--- src/rtl/microseq_ctrl.sv ---
// ---------------------------------------------------------------------------
// microseq_ctrl
//
// Programmable microsequencer. A writable control store holds
// microinstructions of the form {op, inv, sel, target, ctrl} (MSB..LSB).
// While running, one microinstruction executes per cycle. Its ctrl field
// drives the datapath, and the next micro-PC is chosen from a selectable,
// optionally inverted condition. CALL/RET use a bounded return stack.
//
// Handshake: start is accepted only in IDLE (busy=0). busy is high for
// exactly the cycles in which c carries a valid control word. done and err
// are sticky until the next accepted start or reset.
//
// Ports:
//   clk        rising-edge clock
//   reset      synchronous, active-high reset
//   start      begin execution at START_ADDR (ignored while busy)
//   cond       datapath condition flags, used combinationally
//   prog_we    control-store write enable (ignored while busy)
//   prog_addr  control-store write address
//   prog_data  microinstruction to write
//   c          control word (0 when idle)
//   busy       high while running
//   done       sticky: program reached a taken HALT
//   err        sticky: return-stack overflow or underflow
//   upc        current micro-PC (debug)
// ---------------------------------------------------------------------------
module microseq_ctrl #(
    parameter int UPC_W      = 5,
    parameter int CTRL_W     = 15,
    parameter int NCOND      = 4,
    parameter int STACK_D    = 2,
    parameter int START_ADDR = 0,
    localparam int CS_W      = $clog2(NCOND + 2),
    localparam int UI_W      = CTRL_W + UPC_W + CS_W + 3
) (
    input  logic              clk,
    input  logic              reset,
    input  logic              start,
    input  logic [NCOND-1:0]  cond,
    input  logic              prog_we,
    input  logic [UPC_W-1:0]  prog_addr,
    input  logic [UI_W-1:0]   prog_data,
    output logic [CTRL_W-1:0] c,
    output logic              busy,
    output logic              done,
    output logic              err,
    output logic [UPC_W-1:0]  upc
);

    localparam int SP_W  = $clog2(STACK_D + 1);
    localparam int DEPTH = 2 ** UPC_W;

    localparam logic [1:0] OP_JMP  = 2'b00;
    localparam logic [1:0] OP_CALL = 2'b01;
    localparam logic [1:0] OP_RET  = 2'b10;
    localparam logic [1:0] OP_HALT = 2'b11;

    typedef enum logic {
        S_IDLE = 1'b0,
        S_RUN  = 1'b1
    } state_t;

    state_t state;

    // Control store: asynchronous read, synchronous write, never cleared.
    logic [UI_W-1:0] cs_mem [DEPTH];

    // The stack array is padded to a power of two so that sp indexes it
    // at its natural width; only the first STACK_D entries are ever used.
    logic [UPC_W-1:0] stack_mem [2 ** SP_W];
    logic [SP_W-1:0]  sp;

    logic [UI_W-1:0]   ui;
    logic [CTRL_W-1:0] f_ctrl;
    logic [UPC_W-1:0]  f_target;
    logic [CS_W-1:0]   f_sel;
    logic              f_inv;
    logic [1:0]        f_op;
    logic              sel_v;
    logic              br;
    logic [UPC_W-1:0]  upc_inc;

    assign ui       = cs_mem[upc];
    assign f_ctrl   = ui[CTRL_W-1:0];
    assign f_target = ui[CTRL_W +: UPC_W];
    assign f_sel    = ui[CTRL_W+UPC_W +: CS_W];
    assign f_inv    = ui[CTRL_W+UPC_W+CS_W];
    assign f_op     = ui[UI_W-1 -: 2];

    // sel=0 -> 0, sel=1 -> 1, sel=k+2 -> cond[k]; out-of-range selects 0.
    always_comb begin
        sel_v = 1'b0;
        if (f_sel == CS_W'(1)) begin
            sel_v = 1'b1;
        end
        for (int k = 0; k < NCOND; k++) begin
            if (f_sel == CS_W'(k + 2)) begin
                sel_v = cond[k];
            end
        end
    end

    assign br      = sel_v ^ f_inv;
    assign upc_inc = upc + UPC_W'(1);   // wraps naturally from all-ones to 0

    assign busy = (state == S_RUN);
    assign c    = busy ? f_ctrl : '0;

    // Writes are gated by the registered busy, so a write in the same IDLE
    // cycle as start lands before the first fetch.
    always_ff @(posedge clk) begin
        if (prog_we && !busy) begin
            cs_mem[prog_addr] <= prog_data;
        end
    end

    always_ff @(posedge clk) begin
        if (reset) begin
            state <= S_IDLE;
            upc   <= UPC_W'(START_ADDR);
            sp    <= '0;
            done  <= 1'b0;
            err   <= 1'b0;
        end else begin
            case (state)
                S_IDLE: begin
                    if (start) begin
                        state <= S_RUN;
                        upc   <= UPC_W'(START_ADDR);
                        sp    <= '0;
                        done  <= 1'b0;
                        err   <= 1'b0;
                    end
                end

                S_RUN: begin
                    case (f_op)
                        OP_JMP: begin
                            upc <= br ? f_target : upc_inc;
                        end

                        OP_CALL: begin
                            if (!br) begin
                                upc <= upc_inc;
                            end else if (sp == SP_W'(STACK_D)) begin
                                err   <= 1'b1;
                                state <= S_IDLE;
                            end else begin
                                stack_mem[sp] <= upc_inc;
                                sp            <= sp + SP_W'(1);
                                upc           <= f_target;
                            end
                        end

                        OP_RET: begin
                            if (!br) begin
                                upc <= upc_inc;
                            end else if (sp == '0) begin
                                err   <= 1'b1;
                                state <= S_IDLE;
                            end else begin
                                sp  <= sp - SP_W'(1);
                                upc <= stack_mem[sp - SP_W'(1)];
                            end
                        end

                        default: begin  // OP_HALT
                            if (!br) begin
                                upc <= upc_inc;
                            end else begin
                                done  <= 1'b1;
                                state <= S_IDLE;
                            end
                        end
                    endcase
                end

                default: state <= S_IDLE;
            endcase
        end
    end

endmodule

--- config.mk ---
export PLATFORM = sky130hd
export DESIGN_NAME = microseq_ctrl
export DESIGN_NICKNAME = d
export VERILOG_FILES = /design/src/rtl/microseq_ctrl.sv
export SDC_FILE = /design/constraint.sdc
export NUM_CORES = 1
export LEC_CHECK = 0
export CAP_MARGIN = 20
export CORE_ASPECT_RATIO = 1.5
export CORE_UTILIZATION = 50
export CTS_CLUSTER_DIAMETER = 60
export DETAILED_ROUTE_END_ITERATION = 10
export PLACE_DENSITY = 0.62
export SETUP_SLACK_MARGIN = 0.1
export SKIP_LAST_GASP = 1
export SLEW_MARGIN = 20
export SYNTH_ARGS = -nofsm -noshare
export SYNTH_HDL_FRONTEND = slang
export SYNTH_SLANG_ARGS = --single-unit
--- constraint.sdc ---
create_clock -name clk -period 7.2 [get_ports clk]
set_input_delay 1.8 -clock clk [delete_from_list [all_inputs] [get_ports clk]]
set_output_delay 1.8 -clock clk [all_outputs]
set_load 0.02 [all_outputs]
==> flow_metrics.env <==
export IMPL_synth_area_leaders="edfxtp_1 (76%), mux4_2 (16%), mux2i_1 (1.7%)"
export IMPL_htreeDepth=3
export IMPL_wire_per_inst_um=31.1
export IMPL_start_kind="flop"
export IMPL_die_w_um=214
export IMPL_globalplace_congestion=0.824
export IMPL_max_stage_delay_ns=0.75
export IMPL_hpwl_um=43800
export IMPL_cellLeakagePower_nw=11.4
export IMPL_cts_hold_buf=0
export IMPL_path_class="flop to output port"
export IMPL_routed_via_density=6.18
export IMPL_route_vias_total=15800
export IMPL_fill_cells=4911
export IMPL_regArea_um2=25900
export IMPL_die_area_um2=68500
export IMPL_fin_skew_ns=0.0173
export IMPL_syn_area_um2=33700
export IMPL_fin_nets=1661
export IMPL_layout_cells_non_filler=2557
export IMPL_yosysSeqAreaShare_pct=76.7
export IMPL_dominantRegCellSynth="edfxtp_1"
export IMPL_crit_path_end="c[4]"
export IMPL_ys_ff_latch=867
export IMPL_finalWirelength_um=79500
export IMPL_drive_above_1_share_pct=26.4
export IMPL_hold_viol_final=0
export IMPL_syn2layout_area_growth_pct=13.3
export IMPL_pin_count=62
export IMPL_worstPathRequired_ns=5.40
export IMPL_min_period_ns=5.69
export IMPL_root_buffer="clkbuf_16"
export IMPL_cts_buffer_depth=3
export IMPL_crit_path_max_fanout=40
export IMPL_cp_num_cells=6
export IMPL_antenna_left=0
export IMPL_cts_tree="done"
export IMPL_irDropWorstVdd_mv=0.252
export IMPL_antenna_found_initial=1
export IMPL_syn_area_per_cell_um2=22.6
export IMPL_drc=0
export IMPL_worst_pin_slew_ns=1.14
export IMPL_arrival_ns=3.89
export IMPL_dr_pass1_iters=7
export IMPL_yosysWarnings=0
export IMPL_fp_dieH_um=320
export IMPL_grt_pass1_vias=16600
export IMPL_grt_pass1_wl_um=115000
export IMPL_drtIter0Drc=1644
export IMPL_p_per_area_nw_per_um2=330
export IMPL_clkTransAtPathRegs_ns=0.06
export IMPL_worst_path_buf_inv=2
export IMPL_overflow=0
export IMPL_fin_crit_sh_pct=79.0
export IMPL_outcome="finished clean"
export IMPL_portBuffers=61
export IMPL_core_um2=66800
export IMPL_relSlewSlack_pct=23.8
export IMPL_async_reset_ff_share_pct=0
export IMPL_end_kind="output port"
export IMPL_crit_top_cell="mux4_2"
export IMPL_reg2regPathDepth=12
export IMPL_ctsResizeCount=0
export IMPL_grt_max_degree=61
export IMPL_max_cap_violations=0
export IMPL_rsz0062_at_grt="no"
export IMPL_numCtsBuffers=79
export IMPL_num_rows=116
export IMPL_cp_slowest_cell="dfxtp_4"
export IMPL_diodes=0
export IMPL_yosysTopAreaCell="edfxtp_1"
export IMPL_ys_types=54
export IMPL_timing_final_max_slew_violations=0
export IMPL_path_cells="buf_12 -> mux4_2 -> mux4_2 -> mux2i_1 -> nor2_1 -> clkdlybuf4s50_1"
export IMPL_fmax_ghz=0.176
export IMPL_reg2reg_slack_ns=2.56
export IMPL_setup_viol=0
export IMPL_clock_latency_ns=0.64
export IMPL_path_delay_family="multiplexers"
export IMPL_hold_path_depth=2
export IMPL_synth_most_common_cell="edfxtp_1"
export IMPL_netlist_area_leader_share_pct=75.8
export IMPL_setup_tns_ns=0
export IMPL_grtUsageTotal_pct=23.7
export IMPL_hold_class="flop to flop"
export IMPL_placed_cells=2417
export IMPL_start_util_pct=50.5
export IMPL_clock_sinks=867
export IMPL_synth_edff_count=852
export IMPL_synth_common_cells="edfxtp_1 (852), mux4_2 (243), nor2_1 (68), mux2i_1 (58), clkbuf_1 (38)"
export IMPL_cts_setup_buffers=0
export IMPL_syn_inst=1491
export IMPL_multi_input_area_um2=7680
[cells in the final DEF (no fill, tap or decap), types with 25 or more instances in the layout]
| master | synthesis | layout |
|---|---|---|
| mux4_2 | 243 | 243 |
| clkinv_1 | 0 | 25 |
| nor2_4 | 0 | 32 |
| nor2_1 | 68 | 36 |
| clkbuf_16 | 0 | 83 |
| edfxtp_1 | 852 | 852 |
| buf_4 | 7 | 47 |
| nand2_1 | 29 | 29 |
| clkdlybuf4s50_1 | 0 | 61 |
| mux2i_1 | 58 | 58 |
[flip-flops by register name, summed over array words and instances, names as in the netlist, named ones only]
register and cells:
busy 1, upc 5, sp 2, done 1, stack_mem 20, cs_mem 832, err 1
[logic make-up after synthesis]
logic type      share of synthesized area [%]
fa+ha+maj                               0.334
mux                                      18.0
compound gates                           1.26
buf+inv                                  1.25
other cells                            0.0111
simple gates                             2.27
xor+xnor                                0.104
flops                                    76.7
[power by group]
group	switching, mW	internal, mW
sequential	0.178	5.64
combinational	1.40	1.39
clock	1.78	2.25
[per-stage QoR]
stage | power [mW] | instance area (um2) | setup WS, ns | utilization, % | hold slack [ns]
detailed placement | 8.75 | 35800 | 2.08 | 53.6 | 0.478
global placement | 8.73 | 35800 | 2.08 | 53.6 | 0.464
global route | 13.1 | 38200 | 1.30 | 57.3 | 0.497
CTS | 12.7 | 38200 | 1.39 | 57.3 | 0.484
floorplan | 7.93 | 33700 | 2.40 | - | 0.514
finish | 12.6 | 38200 | 1.51 | 57.3 | 0.481
[layout make-up]
class,count,share of cell area (%)
Clock inverter,41,0.779
Timing Repair Buffer,112,2.73
Clock buffer,99,5.59
Sequential cell,867,67.8
Tap cell,885,2.90
Multi-Input combinational cell,538,20.1
Inverter,15,0.147
[layer usage]
metal | wire [um] | global-route usage [%]
met5 | 12 | 0
met4 | 1760 | 7.40
met3 | 4660 | 3.78
met2 | 41800 | 40.8
met1 | 31300 | 31.1
[worst min-delay path, cell delays in order (launching register included)]
cell and delay, ns:
dfxtp_1 0.31, o21ai_0 0.06, a21oi_1 0.06
[worst min-delay path by stage]
stage	from	endpoint	slack, ns
3_3_place_gp	err	err	0.46
5_1_grt	err	err	0.50
2_1_floorplan	sp[1]	sp[1]	0.51
3_5_place_dp	done	done	0.48
6_report	err	err	0.48
4_1_cts	err	err	0.48
No activity file was read; power rests on OpenSTA's default activity.
